## config.mk

```make
export PLATFORM = sky130hd
export DESIGN_NAME = rv_regfile_sb
export DESIGN_NICKNAME = d
export VERILOG_FILES = /design/src/rtl/rv_core_pkg.sv /design/src/rtl/rf_scoreboard.sv /design/src/rtl/rv_regfile_sb.sv
export SDC_FILE = /design/constraint.sdc
export NUM_CORES = 2
export LEC_CHECK = 0
export CORE_MARGIN = 2
export CORE_UTILIZATION = 56
export CTS_BUF_LIST = sky130_fd_sc_hd__clkbuf_16
export DETAILED_ROUTE_END_ITERATION = 10
export HOLD_SLACK_MARGIN = 0.05
export PLACE_DENSITY = 0.73
export SYNTH_ARGS = -nofsm -noshare
export SYNTH_HDL_FRONTEND = slang
export SYNTH_HIERARCHICAL = 1
export SYNTH_SLANG_ARGS = --single-unit
```

## constraint.sdc

```tcl
create_clock -name clk -period 46.9 [get_ports clk]
set_input_delay 9.38 -clock clk [delete_from_list [all_inputs] [get_ports clk]]
set_output_delay 9.38 -clock clk [all_outputs]
set_load 0.005 [all_outputs]
```

## src/rtl/rv_core_pkg.sv

```systemverilog
// Shared core definitions: default widths, the hardwired-zero register index
// and the register address type.
package rv_core_pkg;

    localparam int unsigned XLEN_DEFAULT  = 32;
    localparam int unsigned NREGS_DEFAULT = 32;
    localparam int unsigned REG_ZERO      = 0;

    typedef logic [$clog2(NREGS_DEFAULT)-1:0] reg_addr_t;

endpackage

```

## src/rtl/rf_scoreboard.sv

```systemverilog
// Pending-destination scoreboard: one busy bit per architectural register.
// An issue marks its destination busy, a writeback clears it, and a flush clears everything.
module rf_scoreboard
    import rv_core_pkg::*;
#(
    parameter int unsigned NREGS = NREGS_DEFAULT
) (
    input  logic                         clk,
    input  logic                         resetn,
    input  logic                         issue_valid,
    input  logic [$clog2(NREGS)-1:0]     issue_rd,
    input  logic                         wa_en,
    input  logic [$clog2(NREGS)-1:0]     wa_addr,
    input  logic                         wb_en,
    input  logic [$clog2(NREGS)-1:0]     wb_addr,
    input  logic                         flush,
    input  logic [$clog2(NREGS)-1:0]     rs1_addr,
    input  logic [$clog2(NREGS)-1:0]     rs2_addr,
    output logic                         rs1_busy,
    output logic                         rs2_busy
);

    localparam int unsigned AW = $clog2(NREGS);

    logic [NREGS-1:0] busy_q;
    logic [NREGS-1:0] busy_d;
    logic             wa_live;
    logic             wb_live;

    assign wa_live = wa_en && (wa_addr != AW'(REG_ZERO));
    assign wb_live = wb_en && (wb_addr != AW'(REG_ZERO));

    // Next busy vector: writes clear first so a same-cycle issue to the
    // same register overrides them; flush overrides both.
    always_comb begin
        busy_d = busy_q;
        if (wa_live) busy_d[wa_addr] = 1'b0;
        if (wb_live) busy_d[wb_addr] = 1'b0;
        if (flush) begin
            busy_d = '0;
        end else if (issue_valid && (issue_rd != AW'(REG_ZERO))) begin
            busy_d[issue_rd] = 1'b1;
        end
    end

    // Busy state register with asynchronous clear.
    always_ff @(posedge clk or negedge resetn) begin
        if (!resetn) busy_q <= '0;
        else         busy_q <= busy_d;
    end

    // Busy lookups: a producer completing this cycle no longer blocks the consumer.
    always_comb begin
        rs1_busy = busy_q[rs1_addr]
                   && !(wa_live && (wa_addr == rs1_addr))
                   && !(wb_live && (wb_addr == rs1_addr))
                   && (rs1_addr != AW'(REG_ZERO));
        rs2_busy = busy_q[rs2_addr]
                   && !(wa_live && (wa_addr == rs2_addr))
                   && !(wb_live && (wb_addr == rs2_addr))
                   && (rs2_addr != AW'(REG_ZERO));
    end

endmodule

```

## src/rtl/rv_regfile_sb.sv

```systemverilog
// RV32I integer register file: two read ports, two write ports (A = ALU,
// B = load return, B wins on collision), optional write-to-read bypass and
// a built-in RAW scoreboard.
module rv_regfile_sb
    import rv_core_pkg::*;
#(
    parameter int unsigned XLEN   = XLEN_DEFAULT,
    parameter int unsigned NREGS  = NREGS_DEFAULT,
    parameter bit          BYPASS = 1'b1
) (
    input  logic                         clk,
    input  logic                         resetn,
    input  logic [$clog2(NREGS)-1:0]     rs1_addr,
    input  logic [$clog2(NREGS)-1:0]     rs2_addr,
    output logic [XLEN-1:0]              rd1_data,
    output logic                         rs1_busy,
    output logic [XLEN-1:0]              rd2_data,
    output logic                         rs2_busy,
    input  logic                         issue_valid,
    input  logic [$clog2(NREGS)-1:0]     issue_rd,
    input  logic                         wa_en,
    input  logic [$clog2(NREGS)-1:0]     wa_addr,
    input  logic [XLEN-1:0]              wa_data,
    input  logic                         wb_en,
    input  logic [$clog2(NREGS)-1:0]     wb_addr,
    input  logic [XLEN-1:0]              wb_data,
    input  logic                         flush
);

    localparam int unsigned AW = $clog2(NREGS);

    logic [1:0]      rst_sync;
    logic            rst_n;
    logic [XLEN-1:0] regs [NREGS];
    logic            wa_live;
    logic            wb_live;

    // Reset synchroniser: assertion is immediate, release follows two clock edges.
    always_ff @(posedge clk or negedge resetn) begin
        if (!resetn) rst_sync <= 2'b00;
        else         rst_sync <= {rst_sync[0], 1'b1};
    end

    assign rst_n   = rst_sync[1];
    assign wa_live = rst_n && wa_en && (wa_addr != AW'(REG_ZERO));
    assign wb_live = rst_n && wb_en && (wb_addr != AW'(REG_ZERO));

    // Register storage; port B is written last so it wins a same-address collision.
    always_ff @(posedge clk or negedge rst_n) begin
        if (!rst_n) begin
            for (int unsigned i = 0; i < NREGS; i++) regs[i] <= '0;
        end else begin
            if (wa_live) regs[wa_addr] <= wa_data;
            if (wb_live) regs[wb_addr] <= wb_data;
        end
    end

    // Read muxes with optional same-cycle forwarding (port B before port A).
    always_comb begin
        rd1_data = (rs1_addr == AW'(REG_ZERO)) ? '0 : regs[rs1_addr];
        rd2_data = (rs2_addr == AW'(REG_ZERO)) ? '0 : regs[rs2_addr];
        if (BYPASS) begin
            if (wb_live && (wb_addr == rs1_addr))      rd1_data = wb_data;
            else if (wa_live && (wa_addr == rs1_addr)) rd1_data = wa_data;
            if (wb_live && (wb_addr == rs2_addr))      rd2_data = wb_data;
            else if (wa_live && (wa_addr == rs2_addr)) rd2_data = wa_data;
        end
    end

    rf_scoreboard #(
        .NREGS (NREGS)
    ) u_scoreboard (
        .clk         (clk),
        .resetn      (rst_n),
        .issue_valid (issue_valid && rst_n),
        .issue_rd    (issue_rd),
        .wa_en       (wa_en && rst_n),
        .wa_addr     (wa_addr),
        .wb_en       (wb_en && rst_n),
        .wb_addr     (wb_addr),
        .flush       (flush),
        .rs1_addr    (rs1_addr),
        .rs2_addr    (rs2_addr),
        .rs1_busy    (rs1_busy),
        .rs2_busy    (rs2_busy)
    );

endmodule

```

# After elaboration in Yosys (flattened, before gate mapping)

Cells that the tools add are included.

$lt $le $gt $ge: 14
Eq/ne operators: 4
Multiplexer cells: 34
Bitwise logic cells: 9
Reductions and logical operators: 32

Operator list:

| cell               | count |
|---|---|
| $bwmux 1024        | 2 |
| $mux 1024          | 2 |
| $mux 32            | 16 |
| $bmux 32 s5        | 2 |
| $demux 32 s5       | 2 |
| $and 32x32->32     | 2 |
| $not 32->32        | 2 |
| $or 32x32->32      | 1 |
| $lt 5x6->1 const B | 5 |
| $reduce_bool 5->1  | 5 |
| $ge 6x6->1 const B | 4 |
| $not 5->6          | 4 |
| $logic_and 1x1->1  | 21 |
| $eq 5x5->1         | 4 |
| $demux 1 s5        | 3 |
| $ge 5x1->1 const B | 3 |
| $lt 6x1->1 const B | 2 |
| $bmux 1 s5         | 2 |
| $logic_not 5->1    | 2 |
| $mux 1             | 5 |
| $logic_not 1->1    | 4 |

Flip-flop bits (word level): 1058
Input port bits: 95
Output and inout bits: 66
Word-level logic and storage cells: 127

# Logic depth before layout (Yosys ltp)

Word-level depth: 12
Gate-level depth with buffers: 9

# By module

Netlist, hierarchy kept.

Modules (own cells, without submodules):

| module        | times used | cells an instance | area an instance (um^2) | sequential area each (um^2) |
|---|---|---|---|---|
| rv_regfile_sb | 1          | 5963              | 63332.0                 | 25674.6 |
| rf_scoreboard | 1          | 287               | 2575.0                  | 775.7 |

# Worst setup path before layout

No wires, ideal clock.

Path kind: register to output
From: register rst_sync[1]
To: output port rd1_data[24]
Arrival time: 27386 ps
Required time: 37520 ps
Path slack: 10134 ps
Stages on the path, launching flop included: 8
Buffers on the path: 3
Cells stage by stage: dfrtp_1 buf_2 o311ai_4 or3_1 and2_1 clkbuf_1 buf_2 a221o_1

Word-level cells in the longest chain between the ends: 5
Elaborated cells between the ends (all ways): 8
Classes of those cells: mux (2); reduce/logical (6)

Ends and longest elaborated chain:

| what                           | line                | source |
|---|---|---|
| start, declared                | rv_regfile_sb.sv:32 | `logic [1:0] rst_sync;` |
| start signal, assigned         | rv_regfile_sb.sv:41 | `else rst_sync <= {rst_sync[0], 1'b1};` |
| $logic_and 1x1->1 (2 in a row) | rv_regfile_sb.sv:45 | `assign wa_live = rst_n && wa_en && (wa_addr != AW'(REG_ZERO));` |
| $logic_and 1x1->1              | rv_regfile_sb.sv:64 | `else if (wa_live && (wa_addr == rs1_addr)) rd1_data = wa_data;` |
| $mux 32                        | rv_regfile_sb.sv:64 |  |
| $mux 32 (*)                    | rv_regfile_sb.sv:63 | `if (wb_live && (wb_addr == rs1_addr)) rd1_data = wb_data;` |
| end, declared                  | rv_regfile_sb.sv:15 | `output logic [XLEN-1:0] rd1_data,` |

Mark *: on every way between the ends. The rest lies on a longest branch, timed or not.

# Worst setup path in the final report

From: input port rs2_addr[0]
To: output port rd2_data[19]

Word-level cells in the longest chain between the ends: 7
Elaborated cells between the ends (all ways): 12
Classes of those cells: eq/ne (2); mux (6); bitwise (1); reduce/logical (3)

Ends and longest elaborated chain:

| what                                       | line                | source |
|---|---|---|
| start, declared                            | rv_regfile_sb.sv:14 | `input logic [$clog2(NREGS)-1:0] rs2_addr,` |
| $not 5->6 (not written as such)            | rv_regfile_sb.sv:61 | `rd2_data = (rs2_addr == AW'(REG_ZERO)) ? '0 : regs[rs2_addr];` |
| $bmux 32 s5                                | rv_regfile_sb.sv:61 |  |
| $mux 32 (not written as such) (2 in a row) | rv_regfile_sb.sv:61 |  |
| $mux 32                                    | rv_regfile_sb.sv:61 |  |
| $mux 32                                    | rv_regfile_sb.sv:66 | `else if (wa_live && (wa_addr == rs2_addr)) rd2_data = wa_data;` |
| $mux 32 (*)                                | rv_regfile_sb.sv:65 | `if (wb_live && (wb_addr == rs2_addr)) rd2_data = wb_data;` |
| end, declared                              | rv_regfile_sb.sv:17 | `output logic [XLEN-1:0] rd2_data,` |

Mark *: on every way between the ends. The rest lies on a longest branch, timed or not. The select of a mux whose other input is x is not followed.

==> run summary <==
Clock tree
• 0.06 ns — clock-pin slew on the worst setup and hold paths
• 3 — total number of H-tree levels
• 0.74 ns — insertion delay to the later sink of the worst-skew pair
• 3 — number of buffers on the longest clock path
• 0 — hold_buf cts
• 0 — Resized cells post-CTS
• sky130_fd_sc_hd__clkbuf_16 — CTS root buffer
• 0 — buffers inserted by post-CTS timing repair
• built — CTS tree
• 113 — number of buffers created by CTS
• 1057 — Clock Sinks

Drt
• 243000 microns — final wirelength
• 54668 — via total after detailed routing
• 8970 — number of DRC violations after detailed-routing iteration 0
• 7 — detailed-routing iteration count for the pre-antenna-repair pass
• 0 — final routed DRC violation total
• 32.3 microns — detailed-route wire length per cell
• 0 — number of nets with antenna violations after detailed routing
• met5 — highest metal layer used by the detailed router
• 107000 microns — met2 layer wire length in the routed design
• 33300 microns — met3 wire length
• 83700 microns — met1 wire length
• 7.26 — mean number of vias per cell

Place
• 160 — total of buffers placed on input and output ports
• 124000 microns — HPWL reported at the end of detailed placement
• 0.869 — weighted congestion at the end of routability-driven global placement

Die
• 347 microns — Chip Width
• 161 — # IOs
• 56.6% — Initial Util
• 120000 sq um — DIE AREA
• 117000 sq um — core region area
• 125 — site row count
• 347 microns — die height

STA
• 0.0417 GHz — maximum frequency from static timing analysis
• no — setup repair after global routing missed its margin
• 23.98 ns — time the worst path needs with I/O delays and setup
• 0 — number of setup violations in the final report
• 51.1% — final worst-path cycle share
• 1.33 ns — pin slew with the least headroom to its limit
• 0 ns — setup tns final
• 11.1% — normalized max-slew margin
• 0 — total count of hold-check failures in the final report
• 0.0194 ns — worst clock skew
• 0 — pins over their slew limit
• 0.241 ns — final worst hold slack

Global routing
• 353000 microns — global-route wire length before repair
• 165 — maximum number of pins on one net before global-route repair
• 39.9% — overall routing resource usage
• 53397 — via count of the first global-routing pass
• 6 — number of antenna violations at the first check in global routing
• 0 — global-route congestion overflow total

Yosys
• 100% — ys async rst share
• 65900 sq um — synthesized area
• sky130_fd_sc_hd__dfrtp_1 — post-synth top area cell
• 40.1% — sequential cell area fraction in the yosys report
• 6 — number of synthesis warnings
• sky130_fd_sc_hd__dfrtp_1 — dominant cell by count in the synthesized netlist
• sky130_fd_sc_hd__dfrtp_1 (1057), sky130_fd_sc_hd__mux2i_1 (947), sky130_fd_sc_hd__nor2_1 (717) — synth cell count leaders
• 6345 — number of nets in the synthesized netlist
• 1057 — FF+latch count, synth
• sky130_fd_sc_hd__dfrtp_1 (40%), sky130_fd_sc_hd__mux4_2 (18%), sky130_fd_sc_hd__mux2i_1 (14%) — largest cells by area after synthesis
• sky130_fd_sc_hd__dfrtp_1 — Top FF cell, synth
• 40.1% — proportion of netlist area held by the largest area contributor
• 10.5 sq um — synthesized area divided by synthesized cell count
• 60 — Distinct cells, synth
• 0 — number of enable flip-flop cells after synthesis
• 6250 — gate count after technology mapping

Setup path
• input pin to output pin — type of the worst setup path
• input pin — crit start category
• 60 — Worst Path Max Fanout
• 5 — path depth of the worst reg2reg path
• 14.60 ns — CP Data Arrival Time
• 37.52 ns — required time of the worst setup path
• output pin — endpoint type of the worst setup path

Pwr
• 23.3% — combinational cell fraction of total power
• 32.5% — Clk network pwr share
• 40.5 nW/um^2 — ratio of total power to cell area
• 0.0000298 V — IR drop worst, VDD
• 30.0% — share of total power consumed by net switching
• 2030 uW — internal cell power
• 870 uW — reported net switching power
• 44.2% — Seq pwr share
• 2900 uW — Tot Pwr
• 0.0306 uW — leakage power figure

Status
• finished clean — outcome

Cells and area
• 36500 sq um — total area of multi-input combinational cells
• 8.71% — Area growth syn-to-layout
• 9198 — final-layout fill cell count
• 15.7% — share of final-layout standard cells stronger than drive strength 1
• 61.5% — Final Core Density
• 6008 — Net count, final
• 26500 sq um — Sequential cell area

Job
• 0 — max-cap viol count

Hold path
• flop to asynchronous set/reset pin — path category of the worst min-delay check

## layer usage
metal,track usage (%),up-vias
li1,-,22320
met1,50.1,26728
met2,58.5,4480
met3,12.7,1136
met4,28.2,4
met5,0,-
## cell usage in the layout, fill, tap and decap left out, types with 23 or more instances in the layout
| cell | n |
|---|---|
| sky130_fd_sc_hd__a21oi_1 | 641 |
| sky130_fd_sc_hd__a221o_1 | 65 |
| sky130_fd_sc_hd__a22oi_1 | 62 |
| sky130_fd_sc_hd__a31oi_1 | 35 |
| sky130_fd_sc_hd__and2_1 | 64 |
| sky130_fd_sc_hd__and3_1 | 38 |
| sky130_fd_sc_hd__buf_4 | 151 |
| sky130_fd_sc_hd__clkbuf_16 | 115 |
| sky130_fd_sc_hd__clkdlybuf4s50_1 | 156 |
| sky130_fd_sc_hd__clkinv_1 | 23 |
| sky130_fd_sc_hd__clkinv_2 | 28 |
| sky130_fd_sc_hd__dfrtp_1 | 1056 |
| sky130_fd_sc_hd__inv_1 | 23 |
| sky130_fd_sc_hd__mux2i_1 | 947 |
| sky130_fd_sc_hd__mux4_2 | 518 |
| sky130_fd_sc_hd__nand2_1 | 419 |
| sky130_fd_sc_hd__nand2_4 | 31 |
| sky130_fd_sc_hd__nand3_1 | 31 |
| sky130_fd_sc_hd__nor2_1 | 691 |
| sky130_fd_sc_hd__nor2_4 | 27 |
| sky130_fd_sc_hd__nor4_1 | 61 |
| sky130_fd_sc_hd__o21ai_0 | 348 |
| sky130_fd_sc_hd__o22ai_1 | 248 |
| sky130_fd_sc_hd__xnor2_1 | 24 |
## final timing paths
kind                              from           end  slack [ns]
setup / recovery           rs2_addr[0]  rd2_data[19]       22.92
hold / removal             rst_sync[1]      regs[94]        0.24
setup reg to reg           rst_sync[1]     regs[959]       42.33
hold reg to reg            rst_sync[1]      regs[94]        0.24
max in group asynchronous       resetn   rst_sync[1]       37.94
min in group clk           rst_sync[0]   rst_sync[1]        0.35
## cell type report
class                   count  share of cell area [%]
flip-flops and latches   1057                    36.9
clock inverters            94                    1.28
clock buffers             115                    4.02
multi-input cells        4415                    51.0
well taps                1524                    2.66
inverters                   7                  0.0367
repair buffers            319                    4.07
diodes                      1                 0.00349
## power groups by stage
stage               clock network [uW]  registers (uW)  logic (uW)
floorplan                            0            1250         506
global placement                     0            1270         643
detailed placement                   0            1290         666
CTS                                939            1270         667
global route                       978            1300         727
finish                             943            1280         676
## sequential cells by signal, indices dropped and copies added, names as in the netlist
name and cells:
regs 1024, u_scoreboard/busy_q 31, rst_sync 2
## critical path: stages
cell and delay (ns):
sky130_fd_sc_hd__buf_8 0.54, sky130_fd_sc_hd__buf_4 0.97, sky130_fd_sc_hd__buf_4 0.71, sky130_fd_sc_hd__buf_4 0.90, sky130_fd_sc_hd__mux4_2 0.38, sky130_fd_sc_hd__o22ai_1 0.07
sky130_fd_sc_hd__or4_1 0.54, sky130_fd_sc_hd__nor4_1 0.27, sky130_fd_sc_hd__a221o_1 0.19, sky130_fd_sc_hd__clkdlybuf4s50_1 0.50
## kinds of logic (layout without fill, tap and decap cells)
group                  count (synthesis)  after routing  share of synthesized area (%)
other                                  1              2                        0.00569
AND/OR/NAND/NOR                     1481           1481                           9.76
buffers and inverters                778            535                           5.19
multiplexers                        1467           1467                           32.1
AO/OA/AOI/OAI                       1426           1426                           12.3
flip-flops                          1057           1057                           40.1
XOR/XNOR                              40             40                          0.532
## metrics by stage
stage	instance area [sq um]	std cells	setup WS, ns
floorplan	65900	6250	10.13
global placement	67800	7322	22.92
detailed placement	67800	7322	22.90
CTS	71600	7531	22.90
global route	71600	7531	22.59
finish	71600	7532	22.92
Note: power is estimated with default switching activity, not from simulation.
